===== config.mk =====
export PLATFORM = sky130hd
export DESIGN_NAME = reg_scoreboard_flat
export DESIGN_NICKNAME = d
export VERILOG_FILES = /design/src/rtl/reg_scoreboard_pkg.sv /design/src/rtl/reg_scoreboard_if.sv /design/src/rtl/reg_scoreboard_hazard_check.sv /design/src/rtl/reg_scoreboard.sv /design/src/flat_wrapper.sv
export SDC_FILE = /design/constraint.sdc
export NUM_CORES = 1
export LEC_CHECK = 0
export ABC_AREA = 1
export CORE_MARGIN = 2
export CORE_UTILIZATION = 49
export DETAILED_ROUTE_END_ITERATION = 12
export GPL_TIMING_DRIVEN = 0
export PLACE_DENSITY = 0.87
export SLEW_MARGIN = 25
export SYNTH_ARGS = -nofsm -noshare
export SYNTH_HDL_FRONTEND = slang
export SYNTH_SLANG_ARGS = --single-unit

===== constraint.sdc =====
create_clock -name clk -period 3.69 [get_ports clk]
set_clock_uncertainty 0.1 [all_clocks]
set_input_delay 0.369 -clock clk [delete_from_list [all_inputs] [get_ports clk]]
set_output_delay 0.369 -clock clk [all_outputs]
set_load 0.02 [all_outputs]

===== src/rtl/reg_scoreboard_pkg.sv =====
// Shared core definitions for the register scoreboard.
// Architectural register file geometry and register index type.
package reg_scoreboard_pkg;

    localparam int REG_ADDR_W    = 5;
    localparam int NUM_ARCH_REGS = 32;

    typedef logic [REG_ADDR_W-1:0] reg_idx_t;

endpackage


===== src/rtl/reg_scoreboard_if.sv =====
// Issue/writeback bundle between the ID stage and the scoreboard.
// The master drives issue and writeback requests; the slave answers with stall and status.
interface reg_scoreboard_if
    import reg_scoreboard_pkg::*;
#(
    parameter int MAX_OUTSTANDING = 4,
    parameter int CNT_W           = $clog2(MAX_OUTSTANDING + 1)
) ();

    logic                     issue_valid;
    reg_idx_t                 issue_rs1;
    reg_idx_t                 issue_rs2;
    logic                     issue_use_rs1;
    logic                     issue_use_rs2;
    reg_idx_t                 issue_rd;
    logic                     issue_regwrite;
    logic                     wb_valid;
    reg_idx_t                 wb_rd;
    logic                     flush;
    logic                     stall;
    logic [NUM_ARCH_REGS-1:0] pending_mask;
    logic [CNT_W-1:0]         outstanding;
    logic                     sb_error;

    modport master (
        output issue_valid, issue_rs1, issue_rs2,
        output issue_use_rs1, issue_use_rs2,
        output issue_rd, issue_regwrite,
        output wb_valid, wb_rd, flush,
        input  stall, pending_mask, outstanding, sb_error
    );

    modport slave (
        input  issue_valid, issue_rs1, issue_rs2,
        input  issue_use_rs1, issue_use_rs2,
        input  issue_rd, issue_regwrite,
        input  wb_valid, wb_rd, flush,
        output stall, pending_mask, outstanding, sb_error
    );

endinterface


===== src/rtl/reg_scoreboard_hazard_check.sv =====
// Read-after-write check of one register against the pending bits,
// with a register retiring this cycle treated as already written.
module sb_hazard_check
    import reg_scoreboard_pkg::*;
(
    input  reg_idx_t                 r,
    input  logic [NUM_ARCH_REGS-1:0] pending_mask,
    input  logic                     wb_valid,
    input  reg_idx_t                 wb_rd,
    output logic                     raw
);

    logic nonzero;
    logic wb_hit;

    assign nonzero = (r != '0);
    assign wb_hit  = wb_valid && (wb_rd == r) && nonzero;
    assign raw     = nonzero && pending_mask[r] && !wb_hit;

endmodule


===== src/rtl/reg_scoreboard.sv =====
// Producer-side tracker of in-flight register writes.
// Stalls issue on unresolved RAW/WAW hazards or when the write budget is spent.
module reg_scoreboard
    import reg_scoreboard_pkg::*;
#(
    parameter int MAX_OUTSTANDING = 4,
    parameter int CNT_W           = $clog2(MAX_OUTSTANDING + 1)
) (
    input logic            clk,
    input logic            rst,
    reg_scoreboard_if.slave sb
);

    logic [NUM_ARCH_REGS-1:0] pending_q;
    logic [NUM_ARCH_REGS-1:0] pending_d;
    logic [CNT_W-1:0]         cnt_q;
    logic [CNT_W-1:0]         cnt_d;
    logic                     err_q;
    logic                     raw_rs1;
    logic                     raw_rs2;
    logic                     raw_rd;
    logic                     wb_dec;
    logic                     wb_miss;
    logic                     full;
    logic                     accept;
    logic                     do_set;
    logic                     stall;

    sb_hazard_check u_rs1 (
        .r            (sb.issue_rs1),
        .pending_mask (pending_q),
        .wb_valid     (sb.wb_valid),
        .wb_rd        (sb.wb_rd),
        .raw          (raw_rs1)
    );

    sb_hazard_check u_rs2 (
        .r            (sb.issue_rs2),
        .pending_mask (pending_q),
        .wb_valid     (sb.wb_valid),
        .wb_rd        (sb.wb_rd),
        .raw          (raw_rs2)
    );

    sb_hazard_check u_rd (
        .r            (sb.issue_rd),
        .pending_mask (pending_q),
        .wb_valid     (sb.wb_valid),
        .wb_rd        (sb.wb_rd),
        .raw          (raw_rd)
    );

    assign wb_dec  = sb.wb_valid && (sb.wb_rd != '0) && pending_q[sb.wb_rd];
    assign wb_miss = sb.wb_valid && (sb.wb_rd != '0) && !pending_q[sb.wb_rd];
    assign full    = (cnt_q == CNT_W'(MAX_OUTSTANDING));

    // A full budget is acceptable if a tracked write retires this same cycle.
    assign stall = sb.issue_valid && (
        (sb.issue_use_rs1 && raw_rs1) ||
        (sb.issue_use_rs2 && raw_rs2) ||
        (sb.issue_regwrite && raw_rd) ||
        (sb.issue_regwrite && (sb.issue_rd != '0) && full && !wb_dec));

    assign accept = sb.issue_valid && !stall && !sb.flush;
    assign do_set = accept && sb.issue_regwrite && (sb.issue_rd != '0);

    always_comb begin
        pending_d = pending_q;
        cnt_d     = cnt_q;
        if (sb.flush) begin
            pending_d = '0;
            cnt_d     = '0;
        end else begin
            // Clear before set so a same-register collision stays pending.
            if (wb_dec) pending_d[sb.wb_rd] = 1'b0;
            if (do_set) pending_d[sb.issue_rd] = 1'b1;
            pending_d[0] = 1'b0;
            cnt_d = cnt_q + CNT_W'(do_set) - CNT_W'(wb_dec);
        end
    end

    always_ff @(posedge clk or posedge rst) begin
        if (rst) begin
            pending_q <= '0;
            cnt_q     <= '0;
            err_q     <= 1'b0;
        end else begin
            pending_q <= pending_d;
            cnt_q     <= cnt_d;
            err_q     <= err_q | (wb_miss && !sb.flush);
        end
    end

    assign sb.stall        = stall;
    assign sb.pending_mask = pending_q;
    assign sb.outstanding  = cnt_q;
    assign sb.sb_error     = err_q;

endmodule


===== src/flat_wrapper.sv =====
// flat-port wrapper written by rule: the top's interface ports become plain ports
module reg_scoreboard_flat import reg_scoreboard_pkg::*;
#(
    parameter int MAX_OUTSTANDING = 4,
    parameter int CNT_W           = $clog2(MAX_OUTSTANDING + 1)
)
  (clk, rst, sb_issue_valid, sb_issue_rs1, sb_issue_rs2, sb_issue_use_rs1, sb_issue_use_rs2, sb_issue_rd, sb_issue_regwrite, sb_wb_valid, sb_wb_rd, sb_flush, sb_stall, sb_pending_mask, sb_outstanding, sb_sb_error);
  reg_scoreboard_if #(.MAX_OUTSTANDING(MAX_OUTSTANDING), .CNT_W(CNT_W)) sb_i ();
  input logic clk;
  input logic rst;
  input wire logic [$bits(sb_i.issue_valid)-1:0] sb_issue_valid;
  input wire logic [$bits(sb_i.issue_rs1)-1:0] sb_issue_rs1;
  input wire logic [$bits(sb_i.issue_rs2)-1:0] sb_issue_rs2;
  input wire logic [$bits(sb_i.issue_use_rs1)-1:0] sb_issue_use_rs1;
  input wire logic [$bits(sb_i.issue_use_rs2)-1:0] sb_issue_use_rs2;
  input wire logic [$bits(sb_i.issue_rd)-1:0] sb_issue_rd;
  input wire logic [$bits(sb_i.issue_regwrite)-1:0] sb_issue_regwrite;
  input wire logic [$bits(sb_i.wb_valid)-1:0] sb_wb_valid;
  input wire logic [$bits(sb_i.wb_rd)-1:0] sb_wb_rd;
  input wire logic [$bits(sb_i.flush)-1:0] sb_flush;
  output wire logic [$bits(sb_i.stall)-1:0] sb_stall;
  output wire logic [$bits(sb_i.pending_mask)-1:0] sb_pending_mask;
  output wire logic [$bits(sb_i.outstanding)-1:0] sb_outstanding;
  output wire logic [$bits(sb_i.sb_error)-1:0] sb_sb_error;
  assign sb_i.issue_valid = sb_issue_valid;
  assign sb_i.issue_rs1 = sb_issue_rs1;
  assign sb_i.issue_rs2 = sb_issue_rs2;
  assign sb_i.issue_use_rs1 = sb_issue_use_rs1;
  assign sb_i.issue_use_rs2 = sb_issue_use_rs2;
  assign sb_i.issue_rd = sb_issue_rd;
  assign sb_i.issue_regwrite = sb_issue_regwrite;
  assign sb_i.wb_valid = sb_wb_valid;
  assign sb_i.wb_rd = sb_wb_rd;
  assign sb_i.flush = sb_flush;
  assign sb_stall = sb_i.stall;
  assign sb_pending_mask = sb_i.pending_mask;
  assign sb_outstanding = sb_i.outstanding;
  assign sb_sb_error = sb_i.sb_error;
  reg_scoreboard #(.MAX_OUTSTANDING(MAX_OUTSTANDING), .CNT_W(CNT_W)) u_core (.clk(clk), .rst(rst), .sb(sb_i));
endmodule

# Word-level counts from Yosys, hierarchy flattened
# Index checks and enable logic that the tools add are counted.
# op_classes
n_addsub,2
multipliers,0
div,0
order_cmp,6
n_eq_ne,4
n_shift,0
mux,17
n_bitwise,4
n_reduce_logical,43
# ops
cell,n
32-bit two-way mux,4
32-bit bitwise AND,1
32-bit NOT,1
32-bit OR,1
1-bit logical AND,29
"5-bit by 6-bit less-than comparator with 1-bit output, second input constant",4
1-bit binary-select mux with 5-bit select,4
5-bit nonzero test,4
5-bit == test,3
1-bit demux with 5-bit select,2
"5-bit by 1-bit greater-or-equal comparator with 1-bit output, second input constant",2
1-bit zero test,7
1-bit two-way mux,6
3-bit by 1-bit adder with 3-bit output,1
"3-bit == test, second input constant",1
1-bit logical OR,3
3-bit two-way mux,1
3-bit by 1-bit subtractor with 3-bit output,1
1-bit OR,1
# totals
regBits,36
latch_bits,0
ramBits,0
rom_bits,0
in_bits,28
output_inout_bits,37
wordCells,79
mem_count,0

# Depth between registers and ports, before layout
# logic_depth
word_depth,18
ltp_mapped,20
mapped_depth_nobuf,18

# Cells and area by module
# Synthesis repeated with hierarchy kept, for this count alone.
# unflattened
cells_unflattened,679
hier_area_um2,3971.3
# modules_own_cells
module,instances,cells_per_inst,area_each_um2,seq_area_each_um2
reg_scoreboard,1,359,2457.4,875.8
sb_hazard_check at u_core.u_rs1 ...,2,107,505.5,0.0
sb_hazard_check at u_core.u_rd,1,106,503.0,0.0

# Worst setup path before layout
# No wires, ideal clock.
# synth_timing
path_type,in2reg
start,input port sb_wb_rd[0]
end,register u_core.cnt_q[2] (netlist: u_core.sb.outstanding[2])
setup_ns,0.132
arrival_time_ns,2.687
required_time_ns,3.458
slack_ns,0.771
stages,20
path_buffers,3
cell_sequence,buf_2 -> nand2_2 -> inv_2 -> buf_2 -> nand2_1 -> nand4_1 -> nand2_1 -> nand2_1 -> nor2_1 -> nand2_2 -> nand2_1 -> clkbuf_1 -> inv_1 -> ha_1 -> inv_1 -> ha_1 -> inv_1 -> fa_1 -> xor2_1 -> nor2_1
# synth_via
elab_chain_len,18
# synth_lines
item,line,rtl
start: declaration,flat_wrapper.sv:19,input wire logic [$bits(sb_i.wb_rd)-1:0] sb_wb_rd;
branches (longest 16 deep; another with 1-bit binary-select mux with 5-bit select),--,
3-bit by 1-bit subtractor with 3-bit output (*),reg_scoreboard.sv:78,cnt_d = cnt_q + CNT_W'(do_set) - CNT_W'(wb_dec);
3-bit two-way mux (*),reg_scoreboard.sv:70,if (sb.flush) begin
net u_core.cnt_d[2],reg_scoreboard.sv:17,logic [CNT_W-1:0] cnt_d;
end signal: assignment,reg_scoreboard.sv:89,cnt_q <= cnt_d;
end: declaration,reg_scoreboard.sv:16,logic [CNT_W-1:0] cnt_q;
# Mark *: on every way through the listed nets, which the timed path passes. The select of a mux whose other input is x is not followed.

# Worst setup path in the final report
# layout_timing
start,input port sb_issue_rd[0]
end,output port sb_stall
# layout_via
elab_chain_len,9
# layout_lines
item,line,rtl
start: declaration,flat_wrapper.sv:16,input wire logic [$bits(sb_i.issue_rd)-1:0] sb_issue_rd;
branches (longest 7 deep; another with 1-bit binary-select mux with 5-bit select),--,
1-bit logical OR (*),reg_scoreboard.sv:61,(sb.issue_regwrite && raw_rd) ||
1-bit logical AND (*),reg_scoreboard.sv:58,assign stall = sb.issue_valid && (
end: declaration,flat_wrapper.sv:21,output wire logic [$bits(sb_i.stall)-1:0] sb_stall;
# Mark *: on every way between the ends. The select of a mux whose other input is x is not followed.

==> flow_summary_export.csv <==
group,metric,value,unit
power,irDropWorstVdd,0.0002410,V
floorplanning,die_area,7837,um2
critical_path,crit_top_cell,"nand2_1",
sta,setup_viol,0,
sta,worst_slew_pin_slew,0.7694,ns
sta,hold_viol_final,0,
route,drt_wl_total,13360,um
grt,antenna_found_initial,0,
synthesis,yosysMostFrequentCell,"nand2_1",
critical_path,crit_buf_inv,4,
hold_path,hp-class,"in2reg",
critical_path,cpPeakStageDelay,0.54,ns
clocking,cts.sinks,35,
place,placed_area,4182,um2
floorplanning,ios,65,
synthesis,syn_area_per_cell,5.575,um2
floorplanning,initial_core_util,50.97,%
critical_path,cp_max_fo,10,
synthesis,synth-seq-cells,35,
power,combPwrFrac,27.2,%
synthesis,synth_top_area_share,25.02,%
cells_and_area,fillCellCount,690,
route,wire_per_inst,16.93,um
synthesis,ys_warn_count,0,
clocking,clkSlewWorstSetupHoldPaths,0.07,ns
cells_and_area,fin_area,4310,um2
synthesis,synth_edf_count,0,
sta,timing.hold.ws,0.3941,ns
synthesis,syn_inst,628,
grt,grt_pass1_wl,20510,um
floorplanning,die_h,88.53,um
power,seq_power_share,42.1,%
synthesis,synth_area,3501,um2
cells_and_area,drive_gt1_share,7.071,%
floorplanning,coreArea,6869,um2
place,routabilityCongestion,0.9951,
power,switching_power,0.3235,mW
power,leakage,1.899,nW
place,port_buffers,56,
route,ant_nets,0,
sta,period_needed,3.472,ns
synthesis,netlist_top_cells_area,"dfrtp_1 25%, nand2_1 23%, nand3_1 11%",
critical_path,cp.arrival,3.00,ns
cells_and_area,fin_nets,723,
critical_path,required,3.22,ns
critical_path,slowest_stage,"clkdlybuf4s50_1",
grt,overflow,0,
route,drtIter0Drc,507,
place,dpl.hpwl,10020,um
synthesis,synth.distinct_cells,30,
synthesis,async_flop_share,100.0,%
sta,fin_crit_sh,94.08,%
status,status,"completed",
synthesis,synth_top_flop_cell,"dfrtp_1",
sta,rsz0062_at_grt,"no",
critical_path,end_kind,"output pin",
grt,grtUsageTotal,34.06,%
route,vias_per_cell,5.760,
route,dr_total_vias,4545,
cells_and_area,syn_to_final_growth,23.12,%
clocking,htreeDepth,2,
synthesis,seq_area_frac_synth,25.02,%
cells_and_area,fin_cells,789,
route,drc,0,
cells_and_area,antenna_cells,0,
floorplanning,die_w,88.53,um
synthesis,post-synth-top-area-cell,"dfrtp_1",
sta,slew_headroom,48.63,%
critical_path,crit_chain,"clkdlybuf4s50_1 -> buf_2 -> nor2_1 -> nand2_1 -> nand4_1 -> nand2_1 -> nand2_1 -> nor2_1 -> nand2_1 -> nand2_1 -> nand3_1 -> nor2_4 -> buf_6 -> nor2_1 -> clkdlybuf4s50_1",
clocking,numCtsBuffers,5,
critical_path,cp-start-kind,"primary input",
route,dr.pass1.iters,8,
synthesis,synth_commonest_cells,"212 x nand2_1, 77 x nand3_1, 64 x nor2_1",
cells_and_area,multi_input_area,2217,um2
power,swShare,35.05,%
grt,grt_max_degree,36,
sta,fmax,288.1,MHz
critical_path,cp_top_family,"buffers and inverters",
grt,grt_pass1_vias,4092,
power,clockPowerShare,30.7,%
clocking,cts_tree,"built",
clocking,root_buffer,"clkbuf_8",
sta,slew_violations,0,
clocking,clockBufferDepth,2,
cells_and_area,layout.area.seq,875.8,um2
clocking,worstSkewPairLatency,0.30,ns
power,internal_power,0.5994,mW
cells_and_area,final_core_util,62.75,%
job,cap_violations,0,
critical_path,path_class,"in2out",
place,dp_cells,780,
synthesis,syn_nets,659,
floorplanning,rows,30,
power,power.density,214.1,nW/um2
==> logic make-up (layout without fill, tap and decap cells) <==
family                     after synthesis  in the layout  share of synthesized area (%)
other                                    1              1                         0.1071
xor gates and xnor gates                 2              2                         0.5004
DFF                                     35             35                          25.02
and+or+nand+nor                        380            380                          45.14
adders and majority gates                3              3                          1.287
buffers and inverters                  102            167                          12.29
AOI/OAI and AO/OA                      105            105                          15.65
==> power groups by stage <==
stage / registers, mW / logic [mW] / clock network, mW
2_1_floorplan: 0.397 / 0.147 / 0
3_3_place_gp: 0.396 / 0.234 / 0
3_5_place_dp: 0.396 / 0.237 / 0
4_1_cts: 0.388 / 0.238 / 0.284
5_1_grt: 0.388 / 0.271 / 0.304
6_report: 0.388 / 0.251 / 0.283
==> layout make-up <==
cell class                 instances  share of cell area [%]
clock inverter                     2                  0.2903
inverter                          70                   6.096
multi-input combinational        491                   51.44
timing repair buffer              58                   13.47
sequential                        35                   20.32
clock buffer                       6                   1.684
tap                               96                   2.787
buffer                            31                   3.919
==> per-stage QoR <==
stage / TNS (ns) / power, mW / setup WS, ns
after global placement: -0.3432 / 0.6292 / -0.1892
after detailed placement: -0.4256 / 0.6328 / -0.2166
final: 0 / 0.9229 / 0.2184
after CTS: 0 / 0.9100 / 0.06199
after floorplan: 0 / 0.5441 / 0.7710
after global routing: 0 / 0.9634 / 0.06074
==> cell usage in the layout, fill, tap and decap left out, drive strengths merged, types with 4 or more instances in the layout <==
cell,count
a21oi,47
buf,20
clkbuf,19
clkdlybuf4s50,54
dfrtp,35
inv,69
nand2,214
nand3,77
nand4,4
nor2,67
nor3,17
o21ai,45
o22ai,10
==> flip-flops by register name (all words and copies together), names as in the netlist <==
register and count:
u_core.sb.pending_mask 31, u_core.sb.outstanding 3, u_core.sb.sb_error 1
==> worst paths after layout <==
path / startpoint / endpoint / slack, ns / cells past startpoint
hold / removal: sb_flush / u_core.sb.pending_mask[1]$_DFF_PP0_ / 0.39 / 2
min in group asynchronous: rst / u_core.sb.outstanding[1]$_DFF_PP0_ / 0.43 / 2
setup / recovery: sb_issue_rd[0] / sb_stall / 0.22 / 15
hold reg to reg: u_core.sb.sb_error$_DFF_PP0_ / u_core.sb.sb_error$_DFF_PP0_ / 0.40 / 2
setup reg to reg: u_core.sb.pending_mask[15]$_DFF_PP0_ / u_core.sb.outstanding[2]$_DFF_PP0_ / 0.70 / 17
max in group asynchronous: rst / u_core.sb.pending_mask[1]$_DFF_PP0_ / 2.56 / 2
==> per-layer routing <==
layer / vias to the layer above / track usage [%] / share of wire, %
met4: 0 / 12.81 / 3.3
li1: 2142 / - / -
met5: - / 0 / 0
met1: 2042 / 44.67 / 40
met3: 53 / 4.011 / 9.9
met2: 308 / 57.62 / 47
==> what timing repair did <==
action | in CTS | in global routing
setup endpoints to repair | 1 | 3
hold buffers | 0 | 0
pin swaps | 0 | 2
gates cloned | 0 | 0
resized for setup | 1 | 11
buffers inserted | 0 | 2
==> worst reg2reg max path: stages (launching register included) <==
cell	delay, ns
dfrtp_1	0.43
inv_1	0.15
nor2_1	0.07
a21oi_1	0.12
nand2_1	0.08
nand2_1	0.06
nand2_1	0.05
nor2_1	0.17
nand2_2	0.12
nand2_1	0.36
inv_1	0.09
ha_1	0.28
inv_1	0.05
ha_1	0.13
inv_1	0.05
fa_1	0.37
xor2_1	0.16
nor2_1	0.05
(Power assumes the default switching activity.)
